`src/rtl/fir_prog.sv`:
```
// fir_prog -- programmable unsigned FIR filter, two-stage pipeline.
//
// Ports:
//   clk, rst              clock (rising edge) and async active-high reset
//   in_valid, in          sample strobe and sample; accepted when clear=0
//   clear                 synchronous flush of delay line and in-flight samples
//   coef_we/addr/data     coefficient write port (addr >= TAPS ignored)
//   out_valid, out, sat   one-cycle result pulse, filtered value, clamp flag
//
// Timing: accept edge shifts the delay line, the next edge registers the
// TAPS products, the edge after that registers the saturated sum.

// Per-tap product register.
module fir_prog_tap #(
    parameter int DW = 8,
    parameter int CW = 8
) (
    input  logic             clk,
    input  logic             rst,
    input  logic             en,
    input  logic [DW-1:0]    x,
    input  logic [CW-1:0]    c,
    output logic [DW+CW-1:0] p
);
    always_ff @(posedge clk or posedge rst) begin
        if (rst)     p <= '0;
        else if (en) p <= (DW+CW)'(x) * (DW+CW)'(c);
    end
endmodule

module fir_prog #(
    parameter int                 DW        = 8,
    parameter int                 CW        = 8,
    parameter int                 TAPS      = 4,
    parameter int                 OW        = 16,
    parameter logic [TAPS*CW-1:0] COEF_INIT = {8'd34, 8'd94, 8'd94, 8'd34}
) (
    input  logic                    clk,
    input  logic                    rst,
    input  logic                    in_valid,
    input  logic [DW-1:0]           in,
    input  logic                    clear,
    input  logic                    coef_we,
    input  logic [$clog2(TAPS)-1:0] coef_addr,
    input  logic [CW-1:0]           coef_data,
    output logic                    out_valid,
    output logic [OW-1:0]           out,
    output logic                    sat
);
    localparam int AW = $clog2(TAPS);
    localparam int PW = DW + CW;
    // 32 taps add at most 5 bits of growth; one extra bit keeps the clamp
    // compare valid even when OW is wider than the real sum.
    localparam int SW = PW + 6;
    localparam logic [SW-1:0] MAXV   = (SW'(1) << OW) - SW'(1);
    localparam logic [AW:0]   TAPS_W = (AW+1)'(TAPS);

    logic [TAPS-1:0][CW-1:0] coef;
    logic [TAPS-1:0][DW-1:0] taps;
    logic [TAPS-1:0][PW-1:0] prod;
    logic [2:0]              vld_pipe;   // [0]=accept, [1]=taps valid, [2]=products valid

    // Coefficient writes land one edge late. Products are taken one edge
    // after acceptance, so a deferred write keeps a sample accepted on the
    // write edge on the old coefficients while the next sample sees the new.
    logic          wr_pend;
    logic [AW-1:0] wr_addr;
    logic [CW-1:0] wr_data;

    assign vld_pipe[0] = in_valid & ~clear;

    always_ff @(posedge clk or posedge rst) begin
        if (rst) begin
            wr_pend <= 1'b0;
            wr_addr <= '0;
            wr_data <= '0;
            coef    <= COEF_INIT;
        end else begin
            wr_pend <= coef_we & ({1'b0, coef_addr} < TAPS_W);
            wr_addr <= coef_addr;
            wr_data <= coef_data;
            if (wr_pend) coef[wr_addr] <= wr_data;
        end
    end

    // Delay line: shifts only on accept edges.
    always_ff @(posedge clk or posedge rst) begin
        if (rst)              taps <= '0;
        else if (clear)       taps <= '0;
        else if (vld_pipe[0]) taps <= {taps[TAPS-2:0], in};
    end

    generate
        for (genvar k = 0; k < TAPS; k++) begin : g_tap
            fir_prog_tap #(.DW(DW), .CW(CW)) u_tap (
                .clk (clk),
                .rst (rst),
                .en  (vld_pipe[1]),
                .x   (taps[k]),
                .c   (coef[k]),
                .p   (prod[k])
            );
        end
    endgenerate

    logic [SW-1:0] sum;
    logic          sat_n;

    always_comb begin
        sum = '0;
        for (int k = 0; k < TAPS; k++) sum = sum + SW'(prod[k]);
        sat_n = (sum > MAXV);
    end

    // Clear kills every in-flight stage, including the one about to emit.
    always_ff @(posedge clk or posedge rst) begin
        if (rst) begin
            vld_pipe[2:1] <= '0;
            out_valid     <= 1'b0;
            out           <= '0;
            sat           <= 1'b0;
        end else begin
            vld_pipe[1] <= vld_pipe[0];
            vld_pipe[2] <= vld_pipe[1] & ~clear;
            out_valid   <= vld_pipe[2] & ~clear;
            if (vld_pipe[2] & ~clear) begin
                out <= sat_n ? {OW{1'b1}} : sum[OW-1:0];
                sat <= sat_n;
            end
        end
    end
endmodule

```
`config.mk`:
```
export PLATFORM = sky130hd
export DESIGN_NAME = fir_prog
export DESIGN_NICKNAME = d
export VERILOG_FILES = /design/src/rtl/fir_prog.sv
export SDC_FILE = /design/constraint.sdc
export NUM_CORES = 1
export LEC_CHECK = 0
export ABC_AREA = 1
export BUFFER_PORTS_ARGS = -buffer_cell sky130_fd_sc_hd__buf_2
export CORE_MARGIN = 2
export CORE_UTILIZATION = 49
export CTS_BUF_LIST = sky130_fd_sc_hd__clkbuf_4 sky130_fd_sc_hd__clkbuf_8
export DETAILED_ROUTE_END_ITERATION = 12
export GPL_TIMING_DRIVEN = 0
export PLACE_DENSITY_LB_ADDON = 0.1
export SKIP_LAST_GASP = 1
export SLEW_MARGIN = 30
export SYNTH_ARGS = -nofsm -noshare
export SYNTH_HDL_FRONTEND = slang
export SYNTH_SLANG_ARGS = --single-unit
```
`constraint.sdc`:
```
create_clock -name clk -period 7.05 [get_ports clk]
set_input_delay 1.41 -clock clk [delete_from_list [all_inputs] [get_ports clk]]
set_output_delay 1.41 -clock clk [all_outputs]
set_load 0.02 [all_outputs]
```
### After elaboration in Yosys (flattened, before gate mapping)

Index checks and enable logic that the tools add are counted.

| word-level totals | value |
|---|---|
| bits of input ports | 23 |
| register bits after elaboration | 159 |
| logic and storage cells | 41 |
| output and inout bits | 18 |

| operators by class | value |
|---|---|
| add/sub/neg operators | 3 |
| multiply operators | 4 |
| magnitude comparators | 3 |
| bitwise operators | 4 |
| reductions and logical operators | 2 |
| multiplexer cells | 6 |

Operator list:

| kind | count |
|---|---|
| 8-bit by 8-bit multiplier with 16-bit output | 4 |
| 32-bit two-way mux | 2 |
| 32-bit bitwise mux | 1 |
| 18-bit by 16-bit adder with 19-bit output | 1 |
| 19-bit by 16-bit > comparator with 1-bit output (second input constant) | 1 |
| 17-bit by 16-bit adder with 18-bit output | 1 |
| 16-bit by 16-bit adder with 17-bit output | 1 |
| 8-bit demux with 2-bit select | 1 |
| 16-bit two-way mux | 1 |
| 8-bit two-way mux | 1 |
| 1-bit AND | 3 |
| 2-bit by 3-bit < comparator with 1-bit output (second input constant) | 1 |
| 2-bit by 1-bit greater-or-equal comparator with 1-bit output (second input constant) | 1 |
| 2-bit nonzero test | 1 |
| 1-bit logical AND | 1 |
| 1-bit inverter | 1 |

### Logic depth before layout (Yosys ltp)

| depth | value |
|---|---|
| depth after elaboration | 5 |
| gate-level depth with buffers | 19 |

### Modules after synthesis

Synthesis repeated with hierarchy kept, for this count alone.

| unflattened totals | value |
|---|---|
| cell total of the unflattened synthesis | 2360 |
| area total of the unflattened synthesis | 17311.6 um^2 |

By module, submodules not included:

| module | cells each | area an instance (um^2) | sequential area each (um^2) | instances |
|---|---|---|---|---|
| fir_prog | 626 | 5370.2 | 2394.8 | 1 |
| fir_prog_tap (g_tap[3].u_tap) | 435 | 2994.1 | 400.4 | 1 |
| fir_prog_tap (g_tap[2].u_tap) | 435 | 2992.9 | 400.4 | 1 |
| fir_prog_tap (g_tap[1].u_tap) | 432 | 2979.1 | 400.4 | 1 |
| fir_prog_tap (g_tap[0].u_tap) | 432 | 2975.4 | 400.4 | 1 |

### Least setup slack after synthesis

Ideal clock, no wire load.

| path | value |
|---|---|
| path type | register -> register |
| start | register coef[29] (netlist bit) |
| end | register g_tap[3].u_tap.p[10] |
| path buffers | 1 |
| data arrival time | 4.073 ns |
| setup slack | 2.859 ns |
| data required time | 6.932 ns |
| cell stages (with the launch flop) | 18 |
| clock period less this slack | 4.191 ns |
| setup time | 0.118 ns |
| path through | dfstp_2 > clkbuf_1 > nand2_1 > fa_1 > fa_1 > inv_1 > fa_1 > inv_1 > fa_1 > inv_1 > ha_1 > a21oi_1 > o21ai_0 > nor2_1 > o21ai_0 > or2_2 > nand3_1 > nand2_1 |

| between the ends | value |
|---|---|
| longest elaborated chain between the ends | 1 |

Ends and longest elaborated chain:

| element | line | RTL |
|---|---|---|
| start: declaration | 58 | `logic [TAPS-1:0][CW-1:0] coef;` |
| start signal: indexed assignment | 82 | `if (wr_pend) coef[wr_addr] <= wr_data;` |
| 8-bit by 8-bit multiplier with 16-bit output | 27 | `else if (en) p <= (DW+CW)'(x) * (DW+CW)'(c);` |
| end signal: assignment | 27 |  |
| end: declaration | 23 | `output logic [DW+CW-1:0] p` |

No other way between the ends.
A chain may end at the register's enable or synchronous reset.

### Final worst setup path

Ends and elaborated chain as after synthesis.

==> impl_metrics.ini <==
[finish]
final_common_cell = nand2_1
finalNetCount = 2559
layout_common_cells = nand2_1 (530), inv_1 (524), fa_1 (176)
final_design_area_no_fill_mm2 = 0.0178
drive_gt1_frac = 0.0701
diodes = 0
syn_to_final_growth_pct = 7.32

[sta]
max_slew.worst_pin.slew_ps = 705
fin_hold_ws_ps = 480
setup_viol = 0
rsz0062_at_grt = no
maxSlewHeadroom = 0.530
hold_viol = 0
maxSlewViolCount = 0
finalCritPeriodShare = 0.702
layout_min_cycle_time_ps = 4950
finClkSkew_ps = 24.3
max_freq_ghz = 0.202

[worst_setup_path]
startpoint = coef[29]$_DFFE_PP1P_
cp-start-kind = register
end_kind = register
r2r-start = coef[29]$_DFFE_PP1P_
crit_required_ps = 7410
arrival_ps = 5310
crit_fanout = 9
path_class = register to register

[drt]
wl_per_cell_um = 15.5
ant_nets = 0
detail_route.vias_per_cell = 4.97
dr.pass1.iters = 5
drt_iter0_drc = 934
drc = 0
wl_um = 41200
vias = 13200

[placement]
placed_area_mm2 = 0.0174
placement.io_buffers = 40
dpl.hpwl_um = 33800
place_congestion = 0.935

[die]
ioPinCount = 41
dieArea_mm2 = 0.0353
core_mm2 = 0.0334
start_util = 0.495
rows = 67
die_h_um = 188
fp.dieW_um = 188

[synthesis]
yosysTopAreaCellShare = 0.219
syn_avg_cell_area_um2 = 7.75
synth_top_area_cell = dfrtp_1
synth_nets = 2498
synth_area_leaders = dfrtp_1 (22%), fa_1 (21%), ha_1 (12%), nand2_1 (12%), inv_1 (12%)
syn_inst = 2138
yosys_most_used_dff = dfrtp_1
synth_seq_cells = 159
seq_area_frac_synth = 0.241
synth.distinct_cells = 37
async_reset_ff_frac = 1.00
yosys_warnings = 0
netlist_area_mm2 = 0.0166
synth_enable_flop_cells = 0

[global_routing]
grt_remaining_overflow = 0
grt_max_degree = 91
antenna_found_initial = 0
grt_util_all_layers = 0.251
grt_pass1_vias = 13600
grt_first_pass_wirelength_um = 69400

[clock_network]
cts_buffers = 17
cts_sinks = 159
clkLatencyLatePin_ps = 480
cts_max_level = 4
post_cts_buffers = 0
cts-hold-fix-buffers = 0
clk_path_buf_depth = 2
clk_pin_slew_worst_paths_ps = 100
clock-root-buffer = clkbuf_8
cts_tree = yes
cts_resized = 0

[run_status]
status = finished clean

[job]
maxCapViolCount = 0

[pwr]
power_density_mw_per_mm2 = 154
ir_drop_mv = 0.242
p_leak_nw = 10.0
p_total_mw = 2.74

[min_path]
worstHoldStart = out[9]$_DFFE_PP0P_
hp-class = register to register
==> registers in the layout, summed over array words and instances (netlist names) <==
name	count
coef	32
out	16
taps	32
sat	1
wr_addr	2
vld_pipe	2
wr_pend	1
wr_data	8
out_valid	1
g_tap.u_tap.p	64
==> metal layers <==
layer	wire, um	vias up	share of wire	track usage
met5	0	-	0	0
met4	548	0	0.013	0.0533
met3	1760	26	0.043	0.0328
met2	19500	273	0.47	0.429
met1	19500	6389	0.47	0.341
li1	-	6541	-	-
==> through the flow <==
| stage | setup TNS, ps | utilization | setup WS, ps | instances |
|---|---|---|---|---|
| 6_report | 0 | 0.532 | 2100 | 2660 |
| 3_5_place_dp | 0 | 0.520 | 2120 | 2628 |
| 5_1_grt | 0 | 0.532 | 1790 | 2660 |
| 3_3_place_gp | -84050 | 0.518 | -595 | 2626 |
| 2_1_floorplan | 0 | - | 1370 | 2138 |
| 4_1_cts | 0 | 0.532 | 2120 | 2660 |
==> synthesized netlist by cell type, types with 21 or more instances <==
cell type and n:
nand3_1 84, clkbuf_1 79, o22ai_1 22, nand4_1 26, fa_1 176, dfrtp_1 145
nor2_1 82, inv_1 525, o21ai_0 131, a21oi_1 33, nor2_2 21, nand2_1 530
ha_1 161
==> logic make-up (layout without fill, tap and decap cells) <==
kind of cell | count (synthesis) | in the layout | share of synthesized area
AOI/OAI and AO/OA | 208 | 208 | 0.0682
DFF | 159 | 159 | 0.241
and+or+nand+nor | 798 | 798 | 0.206
buffers and inverters | 618 | 692 | 0.141
adders and majority gates | 337 | 337 | 0.334
xor gates and xnor gates | 18 | 18 | 0.00951
==> worst paths after layout <==
kind	end	slack, ps	cells past startpoint
min in group asynchronous	taps[28]$_DFFE_PP0P_	810	2
max in group asynchronous	coef[5]$_DFFE_PP1P_	5240	4
worst min register to register	out[9]$_DFFE_PP0P_	480	2
worst max-delay path	g_tap[3].u_tap.p[10]$_DFFE_PP0P_	2100	17
worst max register to register	g_tap[3].u_tap.p[10]$_DFFE_PP0P_	2100	17
worst min-delay path	out[9]$_DFFE_PP0P_	480	2
==> worst max-delay path, stage by stage, from the launching register on <==
cell	delay [ps]
dfstp_2	520
clkbuf_1	490
nand2_1	170
fa_1	510
fa_1	500
inv_1	50
fa_1	470
inv_1	50
fa_1	480
inv_1	40
ha_1	360
a21oi_1	210
o21ai_0	160
nor2_1	190
o21ai_0	130
or2_2	290
nand3_1	140
nand2_1	70
==> where the power goes <==
part           total [mW]  switching [mW]  internal (mW)
Clock               0.691           0.395          0.296
Sequential           1.06          0.0384           1.02
Combinational       0.990           0.664          0.326
==> layout make-up <==
cell class                 count  area [um^2]
clock buffer                  18          241
tap                          448          561
inverter                     530         2000
fill                        3293        15700
multi-input combinational   1361        10200
clock inverter                14          149
buffer                        88          352
sequential                   159         4000
timing repair buffer          42          255
Power figures use the tool's default switching activity.
